File: src/rtl/glm_l2reg_sequencer_if.sv
// Command and unit-side bus of the GLM L2-regularization sequencer.
// The slave modport is the sequencer view; the master modport is the
// decoder/unit environment that drives commands and completion.
interface glm_l2reg_sequencer_if;
    logic                 cmd_valid;
    logic                 cmd_ready;
    logic [31:0]          cmd_total_lines;
    logic [15:0]          cmd_chunk_lines;
    logic [3:0][31:0]     cmd_props;
    logic [31:0]          cmd_lambda;
    logic                 abort_req;
    logic                 l2_op_start;
    logic                 l2_op_done;
    logic [5:0][31:0]     l2_regs;

    modport slave (
        input  cmd_valid, cmd_total_lines, cmd_chunk_lines, cmd_props, cmd_lambda,
        input  abort_req, l2_op_done,
        output cmd_ready, l2_op_start, l2_regs
    );

    modport master (
        output cmd_valid, cmd_total_lines, cmd_chunk_lines, cmd_props, cmd_lambda,
        output abort_req, l2_op_done,
        input  cmd_ready, l2_op_start, l2_regs
    );
endinterface

File: src/rtl/glm_l2reg_sequencer.sv
// Chunking command sequencer for the GLM L2-regularization unit.
// Splits one update command into operations of at most MAX_CHUNK lines,
// programs the 6-word register set per chunk and advances line offsets.
// Optional GLM_L2REG_SEQ_PERF_EN adds busy/wait cycle counters.
module glm_l2reg_sequencer #(
    parameter int MAX_CHUNK     = 256,
    parameter int OFFSET_STRIDE = 1
) (
    input  logic                  clk,
    input  logic                  reset,
    glm_l2reg_sequencer_if.slave  bus,
    output logic                  seq_done,
    output logic                  seq_aborted,
    output logic                  busy,
    output logic [15:0]           chunks_issued
`ifdef GLM_L2REG_SEQ_PERF_EN
    ,
    output logic [31:0]           perf_busy_cycles,
    output logic [31:0]           perf_wait_cycles
`endif
);
    localparam logic [1:0] IDLE   = 2'd0;
    localparam logic [1:0] ISSUE  = 2'd1;
    localparam logic [1:0] WAIT   = 2'd2;
    localparam logic [1:0] FINISH = 2'd3;

    localparam logic [15:0] MAX_C = 16'(MAX_CHUNK);

    typedef logic [5:0][31:0] regs_t;

    logic [1:0]       state_q, state_d;
    logic [31:0]      remaining_q, remaining_d;
    logic [15:0]      offset_q, offset_d;
    logic [15:0]      chunk_q, chunk_d;
    logic [3:0][31:0] props_q, props_d;
    logic [31:0]      lambda_q, lambda_d;
    regs_t            regs_q, regs_d;
    logic             abort_q, abort_d;
    logic [15:0]      chunks_q, chunks_d;

    logic [15:0]      req_chunk;
    logic [15:0]      eff_chunk;
    logic [31:0]      rem_next;
    logic [15:0]      off_next;
    logic             accept;

    // Register image for the next chunk: line count plus offset-adjusted props.
    function automatic regs_t build_regs(input logic [31:0] rem, input logic [15:0] off,
                                         input logic [15:0] chunk, input logic [3:0][31:0] props,
                                         input logic [31:0] lam);
        regs_t       r;
        logic [15:0] n;
        logic [31:0] step;
        n    = (rem < {16'h0, chunk}) ? rem[15:0] : chunk;
        step = 32'(off) * 32'(OFFSET_STRIDE);
        r[0] = {16'h0, n};
        for (int k = 0; k < 4; k++) begin
            // zero base marks copy mode and is never offset
            r[k+1] = (props[k] == 32'h0) ? 32'h0
                                         : {props[k][31:16], props[k][15:0] + step[15:0]};
        end
        r[5] = lam;
        return r;
    endfunction

    // Next-state logic: accept, issue, wait for completion, finish.
    always_comb begin
        state_d     = state_q;
        remaining_d = remaining_q;
        offset_d    = offset_q;
        chunk_d     = chunk_q;
        props_d     = props_q;
        lambda_d    = lambda_q;
        regs_d      = regs_q;
        abort_d     = abort_q;
        chunks_d    = chunks_q;
        req_chunk   = (bus.cmd_chunk_lines == 16'h0) ? MAX_C : bus.cmd_chunk_lines;
        eff_chunk   = (req_chunk > MAX_C) ? MAX_C : req_chunk;
        rem_next    = remaining_q - {16'h0, regs_q[0][15:0]};
        off_next    = offset_q + regs_q[0][15:0];
        accept      = (state_q == IDLE) && bus.cmd_valid;
        case (state_q)
            IDLE: begin
                abort_d = 1'b0;
                if (bus.cmd_valid) begin
                    props_d     = bus.cmd_props;
                    lambda_d    = bus.cmd_lambda;
                    chunk_d     = eff_chunk;
                    remaining_d = bus.cmd_total_lines;
                    offset_d    = 16'h0;
                    chunks_d    = 16'h0;
                    if (bus.cmd_total_lines == 32'h0) begin
                        state_d = FINISH;
                    end else begin
                        state_d = ISSUE;
                        regs_d  = build_regs(bus.cmd_total_lines, 16'h0, eff_chunk,
                                             bus.cmd_props, bus.cmd_lambda);
                    end
                end
            end
            ISSUE: begin
                chunks_d = chunks_q + 16'h1;
                state_d  = WAIT;
                if (bus.abort_req) abort_d = 1'b1;
            end
            WAIT: begin
                if (bus.abort_req) abort_d = 1'b1;
                if (bus.l2_op_done) begin
                    remaining_d = rem_next;
                    offset_d    = off_next;
                    if (rem_next == 32'h0 || abort_q || bus.abort_req) begin
                        state_d = FINISH;
                    end else begin
                        state_d = ISSUE;
                        regs_d  = build_regs(rem_next, off_next, chunk_q, props_q, lambda_q);
                    end
                end
            end
            default: state_d = IDLE;
        endcase
    end

    // State registers with synchronous reset.
    always_ff @(posedge clk) begin
        if (reset) begin
            state_q     <= IDLE;
            remaining_q <= 32'h0;
            offset_q    <= 16'h0;
            chunk_q     <= 16'h0;
            props_q     <= '0;
            lambda_q    <= 32'h0;
            regs_q      <= '0;
            abort_q     <= 1'b0;
            chunks_q    <= 16'h0;
        end else begin
            state_q     <= state_d;
            remaining_q <= remaining_d;
            offset_q    <= offset_d;
            chunk_q     <= chunk_d;
            props_q     <= props_d;
            lambda_q    <= lambda_d;
            regs_q      <= regs_d;
            abort_q     <= abort_d;
            chunks_q    <= chunks_d;
        end
    end

    assign bus.cmd_ready   = (state_q == IDLE);
    assign bus.l2_op_start = (state_q == ISSUE);
    assign bus.l2_regs     = regs_q;
    assign seq_done        = (state_q == FINISH);
    assign seq_aborted     = (state_q == FINISH) && abort_q;
    assign busy            = (state_q != IDLE);
    assign chunks_issued   = chunks_q;

`ifdef GLM_L2REG_SEQ_PERF_EN
    logic [31:0] perf_busy_q, perf_busy_d;
    logic [31:0] perf_wait_q, perf_wait_d;

    // Per-command counters, cleared on accept and held once idle.
    always_comb begin
        perf_busy_d = perf_busy_q;
        perf_wait_d = perf_wait_q;
        if (accept) begin
            perf_busy_d = 32'h0;
            perf_wait_d = 32'h0;
        end else begin
            if (state_q != IDLE) perf_busy_d = perf_busy_q + 32'h1;
            if (state_q == WAIT) perf_wait_d = perf_wait_q + 32'h1;
        end
    end

    // Counter registers.
    always_ff @(posedge clk) begin
        if (reset) begin
            perf_busy_q <= 32'h0;
            perf_wait_q <= 32'h0;
        end else begin
            perf_busy_q <= perf_busy_d;
            perf_wait_q <= perf_wait_d;
        end
    end

    assign perf_busy_cycles = perf_busy_q;
    assign perf_wait_cycles = perf_wait_q;
`else
    logic unused_accept;
    assign unused_accept = accept;
`endif
endmodule

File: src/flat_wrapper.sv
// flat-port wrapper written by rule: the top's interface ports become plain ports
module glm_l2reg_sequencer_flat 
#(
    parameter int MAX_CHUNK     = 256,
    parameter int OFFSET_STRIDE = 1
)
  (clk, reset, seq_done, seq_aborted, busy, chunks_issued, bus_cmd_valid, bus_cmd_total_lines, bus_cmd_chunk_lines, bus_cmd_props, bus_cmd_lambda, bus_abort_req, bus_l2_op_done, bus_cmd_ready, bus_l2_op_start, bus_l2_regs);
  glm_l2reg_sequencer_if bus_i ();
  input  logic clk;
  input  logic reset;
  output logic seq_done;
  output logic seq_aborted;
  output logic busy;
  output logic [15:0] chunks_issued;
  input wire logic [$bits(bus_i.cmd_valid)-1:0] bus_cmd_valid;
  input wire logic [$bits(bus_i.cmd_total_lines)-1:0] bus_cmd_total_lines;
  input wire logic [$bits(bus_i.cmd_chunk_lines)-1:0] bus_cmd_chunk_lines;
  input wire logic [$bits(bus_i.cmd_props)-1:0] bus_cmd_props;
  input wire logic [$bits(bus_i.cmd_lambda)-1:0] bus_cmd_lambda;
  input wire logic [$bits(bus_i.abort_req)-1:0] bus_abort_req;
  input wire logic [$bits(bus_i.l2_op_done)-1:0] bus_l2_op_done;
  output wire logic [$bits(bus_i.cmd_ready)-1:0] bus_cmd_ready;
  output wire logic [$bits(bus_i.l2_op_start)-1:0] bus_l2_op_start;
  output wire logic [$bits(bus_i.l2_regs)-1:0] bus_l2_regs;
  assign bus_i.cmd_valid = bus_cmd_valid;
  assign bus_i.cmd_total_lines = bus_cmd_total_lines;
  assign bus_i.cmd_chunk_lines = bus_cmd_chunk_lines;
  assign bus_i.cmd_props = bus_cmd_props;
  assign bus_i.cmd_lambda = bus_cmd_lambda;
  assign bus_i.abort_req = bus_abort_req;
  assign bus_i.l2_op_done = bus_l2_op_done;
  assign bus_cmd_ready = bus_i.cmd_ready;
  assign bus_l2_op_start = bus_i.l2_op_start;
  assign bus_l2_regs = bus_i.l2_regs;
  glm_l2reg_sequencer #(.MAX_CHUNK(MAX_CHUNK), .OFFSET_STRIDE(OFFSET_STRIDE)) u_core (.clk(clk), .reset(reset), .bus(bus_i), .seq_done(seq_done), .seq_aborted(seq_aborted), .busy(busy), .chunks_issued(chunks_issued));
endmodule
File: config.mk
export PLATFORM = sky130hd
export DESIGN_NAME = glm_l2reg_sequencer_flat
export DESIGN_NICKNAME = d
export VERILOG_FILES = /design/src/rtl/glm_l2reg_sequencer_if.sv /design/src/rtl/glm_l2reg_sequencer.sv /design/src/flat_wrapper.sv
export SDC_FILE = /design/constraint.sdc
export NUM_CORES = 1
export LEC_CHECK = 0
export ABC_AREA = 1
export BUFFER_PORTS_ARGS = -buffer_cell sky130_fd_sc_hd__buf_4
export CORE_MARGIN = 1.5
export CORE_UTILIZATION = 50
export CTS_BUF_LIST = sky130_fd_sc_hd__clkbuf_8
export DETAILED_ROUTE_END_ITERATION = 16
export HOLD_SLACK_MARGIN = 0.02
export PLACE_DENSITY = 0.73
export SLEW_MARGIN = 20
export SYNTH_ARGS = -nofsm -noshare
export SYNTH_HDL_FRONTEND = slang
export SYNTH_SLANG_ARGS = --single-unit
export TNS_END_PERCENT = 20
File: constraint.sdc
create_clock -name clk -period 4.2 [get_ports clk]
set_input_delay 0.21 -clock clk [delete_from_list [all_inputs] [get_ports clk]]
set_output_delay 0.21 -clock clk [all_outputs]
set_load 0.01 [all_outputs]
==> impl_results.md, run 1 <==
- Register Area: 8390 sq um
- Main area contributors after synthesis: dfxtp_1 35%, nand2_1 13%, nor2_1 11%
- I/O pin total: 426
- CTS tree: done
- Leak: 0.0149 uW
- Clock Latency Late Sink: 0.68 ns
- DRC Markers: 0
- DIE WIDTH: 221 microns
- Area of the die: 49000 sq um
- Initial DRC count: 2240
- Post-synthesis register bit count: 419
- Final setup vio count: 0
- GRT Util Overall: 0.319
- CP Capture Type: flip-flop
- Net count, final: 4565
- TritonCTS buffer count: 74
- Crit start category: flip-flop
- Clock skew: 0.0391 ns
- Sequential share of the synthesized area: 0.352
- Total grt overflow: 0
- Worst Hold Launch: bus_cmd_total_lines[3]
- Pre-Repair DR Iteration Count: 8
- Multi-input gate area: 13600 sq um
- Routability cong.: 0.982
- Post-route cell area: 31000 sq um
- Pin slew with the least headroom to its limit: 1.05 ns
- Drt via density: 5.27
- Post-route clock period utilization: 0.940
- Area share of the largest cell type after synthesis: 0.352
- FP Rows: 79
- DR vias: 25733
- Count leader, synth: nand2_1
- Post-synth top flop: dfxtp_1
- Global-route wire length before repair: 127000 microns
- Drt wl/cell: 16.5 microns
- Crit path arrival time: 4.46 ns
- Pin count of the biggest net entering global routing: 206
- P&R area growth vs syn: 29.8%
- Crit-path max FO: 29
- Slew headroom: 0.297
- Vias in the first global route: 24066
- Hold Path Cell Cnt: 5
- Number of synthesized flops with an enable pin: 0
- Hold Path Class: in2reg
- Root buffer cell: clkbuf_8
- Fillers: 4199
- Crit path time final: 3.95 ns
- RSZ-0062 raised after global routing: true
- Max Cap Viol: 0
- Final Hold Violating Endpoints: 0
- Synth area leader: dfxtp_1
- Core box area: 46900 sq um
- Synth warn: 0
- Largest family of logic cells by synthesized area: simple AND/OR/NAND/NOR gates
- Antenna violations before repair: 4
- Clock Path Buffers: 3
- Synth Cell Area: 23800 sq um
- Count of final max-slew check failures: 0
- Xor-xnor portion of the synthesized cell area: 0.0135
- Synth Area in Compound Gates: 0.163
- Simple-gate share of the synthesized area: 0.302
- Mux share of post-synthesis cell area: 0.0134
- Final hold slack: 0.0647 ns
- Dpl hpwl: 55400 microns
- Die Span Y: 221 microns
- Hold path endpoint: u_core.remaining_q[3]$_SDFFE_PP0P_
- Final core occ: 0.661
- Placed inst area: 27300 sq um
- Final WL: 80500 microns
- Avg Inst Size Synth: 6.53 sq um
- Power per cell area: 460 nW/um^2
- Synth Instances: 3654
- Most common library cells after synthesis: 853 x nand2_1, 712 x nor2_1, 419 x dfxtp_1, 310 x o21ai_0, 285 x inv_1
- Layout cells sized above 1: 0.143
- CTS Sinks: 419
- FFs w/ async S/R, synth: 0
- Reg clk slew, reported paths: 0.07 ns
- Yosys cell types: 46
- RR Startpoint: u_core.bus.l2_regs[0]$_SDFFE_PP0P_
- Fmax: 253 MHz
- Antenna viol nets, final: 0
- Adder-cell share of the synthesized area: 0.0717
- R2R setup slack: 0.25 ns
- Count of input and output buffers: 409
- Starting Density: 0.509
- VDD IR max: 329 uV
- FF-to-FF path depth: 23
- WP data required: 4.72 ns
- Crit Reg-Reg Endpoint: u_core.bus.l2_regs[177]$_SDFFE_PP0P_
- Crit path kind: reg2reg
- Status: finished clean
- H-tree depth: 3
## repair_timing
| action | CTS | global route |
|---|---|---|
| gates resized for setup | 0 | 12 |
| hold endpoints to repair | 369 | 0 |
| hold buffers | 203 | 0 |
| setup buffers | 0 | 2 |
| endpoints found under the setup margin | 0 | 15 |
## registers in the layout, indices dropped and copies added, names as in the netlist
register              cells
u_core.chunks_issued     16
u_core.bus.l2_regs      176
u_core.chunk_q           16
u_core.abort_q            1
u_core.props_q          128
u_core.state_q            2
u_core.offset_q          16
u_core.lambda_q          32
u_core.remaining_q       32
## cell usage in the layout (no fill, tap or decap), types with 13 or more instances in the layout
cell type      count
o21ai_1          117
xor2_1            18
a31oi_1           13
ha_1             125
dlygate4sd3_1    203
mux2i_1           32
nand2_1          852
a21oi_1          237
nor3_1            39
inv_1            301
inv_2             22
clkbuf_8          94
nand3_1          112
nor2_1           712
xnor2_1           14
nand4_1           33
conb_1            23
nor4_1            35
buf_4            440
dfxtp_1          419
o21ai_0          308
## critical path, stage by stage (launching register included)
cell and delay (ns):
dfxtp_1 0.33, buf_4 0.12, ha_1 0.14, inv_1 0.09
fa_1 0.47, nand3_1 0.13, nand3_1 0.15, nand2_1 0.10
nand2_1 0.11, nand2_1 0.17, nand3_1 0.10, nand2_1 0.07
nand2_1 0.06, nor2_1 0.10, nand2_1 0.06, nor2_1 0.33
nand3_1 0.24, nand3_2 0.16, nand2_2 0.10, nand2_8 0.29
buf_4 0.25, nand2_1 0.08, nand2_1 0.06, a21oi_1 0.09
## per-layer routing
metal  global-route usage  part of all wire  wire length (microns)  vias up
met5                    0           0.00016                     13        -
met4                0.118             0.033                   2690        2
met3               0.0551             0.064                   5140      172
met2                0.540              0.47                  38100      829
met1                0.406              0.43                  34600    11742
li1                     -                 -                      -    12988
## area by class of cell
class | instances | share of cell area
diodes | 3 | 0.000243
clock buffers | 94 | 0.0418
clock inverters | 35 | 0.00716
inverters | 309 | 0.0380
multi-input cells | 2764 | 0.440
flip-flops and latches | 419 | 0.271
well taps | 607 | 0.0245
repair buffers | 651 | 0.178
## worst max-delay path by stage
stage / start / to
floorplan: u_core.bus.l2_regs[0]$_SDFFE_PP0P_ / u_core.bus.l2_regs[111]$_SDFFE_PP0P_
global placement: u_core.bus.l2_regs[0]$_SDFFE_PP0P_ / u_core.bus.l2_regs[143]$_SDFFE_PP0P_
detailed placement: u_core.bus.l2_regs[0]$_SDFFE_PP0P_ / u_core.bus.l2_regs[110]$_SDFFE_PP0P_
CTS: u_core.bus.l2_regs[2]$_SDFFE_PP0P_ / u_core.bus.l2_regs[45]$_SDFFE_PP0P_
global route: u_core.bus.l2_regs[0]$_SDFFE_PP0P_ / u_core.bus.l2_regs[79]$_SDFFE_PP0P_
finish: u_core.bus.l2_regs[0]$_SDFFE_PP0P_ / u_core.bus.l2_regs[177]$_SDFFE_PP0P_
## power by group
part           leakage [uW]  internal, uW  switching [uW]
Combinational        0.0105          2040            3360
Clock              0.000865          2140            1760
Sequential          0.00346          4520             414
## cells by family after synthesis
logic type | Yosys count
and+or+nand+nor | 1805
AOI/OAI and AO/OA | 735
buffers and inverters | 492
DFF | 419
adders and majority gates | 133
xor gates and xnor gates | 36
muxes | 32
other | 2
## through the flow
step	std cells	setup slack, ns	total power [uW]	setup TNS, ns
finish	4882	0.253	14200	0
global route	4882	-0.0294	15200	-0.0755
global placement	4545	0.228	10100	0
floorplan	3675	0.679	8330	0
detailed placement	4545	0.268	10100	0
CTS	4877	0.278	14200	0
(Power assumes the default switching activity.)
==> inputs of run 2 (changes only) <==
- CORE_UTILIZATION: 50 -> 40
- PLACE_DENSITY: 0.73 -> not set
==> run 2 against run 1 <==
Compared with the run above: die area increased by 25%; sequential share of layout area fell by 0.32 points; register-to-register slack improved by 0.07 ns; cell area grew 1.2%; total power grew 2.0%.
==> impl_results.md, run 2 (synthesis gave the netlist of run 1 again) <==
- Initial DRC count: 1612 (-28%)
- Sw Ratio: 0.392 (+0.00305)
- Non-filler cells, final: 5058 (+3.6%)
- I/O pin total: 426 (unchanged)
- Multi-input gate area: 13700 sq um (+0.40%)
- Root buffer cell: clkbuf_8
- Commonest non-fill, non-tap cell in the layout: nand2_1
- Final Hold Violating Endpoints: 0 (unchanged)
- FP Rows: 89 (+13%)
- CP Capture Type: flip-flop
- Crit path time final: 3.88 ns (-0.0701 ns)
- Crit start category: flip-flop
- Count of input and output buffers: 409 (unchanged)
- Net count, final: 4566 (+0.022%)
- RR Startpoint: u_core.bus.l2_regs[9]$_SDFFE_PP0P_
- Post-route cell area: 31300 sq um (+1.2%)
- DRC Markers: 0 (unchanged)
- Crit path kind: reg2reg
- Final setup vio count: 0 (unchanged)
- Cell breakdown of the critical path: inv_1 > ha_1 > nand2_2 > nor2_2 > inv_2 > nor2_2 > nand2_1 > nand2_1 > nand2_1 > nand2_1 > nand2_1 > nand2_1 > nor2_1 > nand2_1 > nor2_1 > buf_4 > nand3_1 > nand3_2 > a21oi_4 > buf_12 > nand2_1 > nand2_1 > nor2_1
- Pin slew with the least headroom to its limit: 1.04 ns (-0.0146 ns)
- Placed Cells: 4713 (+3.7%)
- Comb pwr share: 0.378 (about the same)
- CTS tree: done
- TritonCTS buffer count: 78 (+5.4%)
- H-tree depth: 3 (unchanged)
- Dpl hpwl: 58900 microns (+6.2%)
- Crit path arrival time: 4.44 ns (-0.02 ns)
- Routability cong.: 0.909 (-7.4%)
- Top delay family on crit path: simple AND/OR/NAND/NOR gates
- Core box area: 59000 sq um (+26%)
- Clock share of power: 0.282 (+0.008)
- Crit-path max FO: 103 (+260%)
- Worst Hold Launch: bus_cmd_total_lines[7]
- Starting Density: 0.404 (-0.105)
- Sequential power share: 0.340 (-0.007)
- WP data required: 4.76 ns (+0.04 ns)
- Placed inst area: 27600 sq um (+0.95%)
- Global-route wire length before repair: 130000 microns (+2.3%)
- Most frequent cells in the layout: 852 x nand2_1, 712 x nor2_1, 437 x buf_4
- DIE WIDTH: 247 microns (+12%)
- Reg clk slew, reported paths: 0.06 ns (about the same)
- Worst Path Buf+Inv: 4 (+1)
- P&R area growth vs syn: 31.4%
- Clock Path Buffers: 3 (unchanged)
- Max Cap Viol: 0 (unchanged)
- Clock Latency Late Sink: 0.68 ns (about the same)
- Clock skew: 0.0306 ns (-0.00854 ns)
- CTS Sinks: 419 (unchanged)
- Design Power: 14500 uW (+2.0%)
- Largest register FFs: 176 (unchanged)
- Final core occ: 0.531 (-0.130)
- Drt wl/cell: 16.7 microns (+1.1%)
- Critical Path Max Stage Delay: 0.49 ns (+0.02 ns)
- Fmax: 258 MHz (+1.8%)
- GRT Util Overall: 0.268 (-0.0504)
- Count of final max-slew check failures: 0 (unchanged)
- Critical Path Slowest Stage Cell: dfxtp_1
- Area of the die: 61100 sq um (+25%)
- Die Span Y: 247 microns (+12%)
- Vias in the first global route: 23952 (-0.47%)
- Status: finished clean
- Most used cell, CP: nand2_1
- DR vias: 25408 (-1.3%)
- Drt via density: 5.02 (-4.7%)
- Pre-Repair DR Iteration Count: 5 (-3)
- Slew headroom: 0.307 (+0.00975)
- Cell-internal power: 8830 uW (+1.5%)
- Antenna violations before repair: 4 (unchanged)
- Hold Path Class: in2reg
- Final hold slack: 0.0660 ns (+0.00127 ns)
- Register Area: 8390 sq um (unchanged)
- Power per cell area: 464 nW/um^2 (+0.78%)
- Layout cells sized above 1: 0.144 (+0.00134)
- Final WL: 84300 microns (+4.7%)
- Switching Power: 5690 uW (+2.8%)
- Leak: 0.0149 uW (+0.52%)
- Antenna viol nets, final: 0 (unchanged)
- Fillers: 6025 (+43%)
- Post-route clock period utilization: 0.923 (-0.0167)
- Critical Path Start: u_core.bus.l2_regs[9]$_SDFFE_PP0P_
- VDD IR max: 305 uV (-7.3%)
- Total grt overflow: 0 (unchanged)
- Pin count of the biggest net entering global routing: 178 (-14%)
[run 2: cell types whose count changed in the layout (fill, tap and decap cells not counted), sizes merged]
cell / change
clkbuf: +3
inv: +11
dlygate4sd3: -3
clkinv: -2
diode: +1
[run 2: worst paths after layout]
path	to	slack [ns]	depth (start not counted)
max	u_core.bus.l2_regs[135]$_SDFFE_PP0P_	0.32	23
min	u_core.remaining_q[7]$_SDFFE_PP0P_	0.07	5
max reg2reg	u_core.bus.l2_regs[135]$_SDFFE_PP0P_	0.32	23
min reg2reg	u_core.offset_q[0]$_SDFFE_PP0P_	0.47	2
[run 2: power by group through the flow]
stage	registers, uW	clock network (uW)	logic (uW)
final	4940	4100	5490
after CTS	4930	4210	5440
after global routing	5000	4390	6160
after floorplan	5020	0	3310
after global placement	5000	0	5250
after detailed placement	5010	0	5260
[run 2: final cells by class]
class,instances,share of cell area
inverters,309,0.0376
diodes,4,0.000320
well taps,773,0.0309
flip-flops and latches,419,0.268
clock buffers,97,0.0426
clock inverters,44,0.00895
multi-input cells,2764,0.436
repair buffers,648,0.176
[run 2: worst reg2reg max path, delay by kind of cell (launching register included)]
| family | cells | cell delay (ns) |
|---|---|---|
| compound gates | 1 | 0.42 |
| fa+ha+maj | 1 | 0.43 |
| buf+inv | 4 | 0.74 |
| flops | 1 | 0.49 |
| simple gates | 17 | 1.72 |
[run 2: stage by stage]
stage	setup WS (ns)	setup TNS [ns]
finish	0.323	0
global route	-0.00678	-0.00678
CTS	0.131	0
detailed placement	0.155	0
global placement	0.242	0
floorplan	0.679	0
[run 2: repair_timing]
item,in CTS,in global routing
gates resized for setup,0,19
endpoints found under the setup margin,0,13
buffers inserted,0,0
hold endpoints to repair,365,0
hold buffers,200,0
[run 2: per-layer routing]
layer  track usage  share of wire  up-vias
met5             0              0        -
met1         0.340           0.44    11639
met3        0.0480          0.054      150
li1              -              -    13002
met2         0.456           0.48      617
met4        0.0934          0.030        0
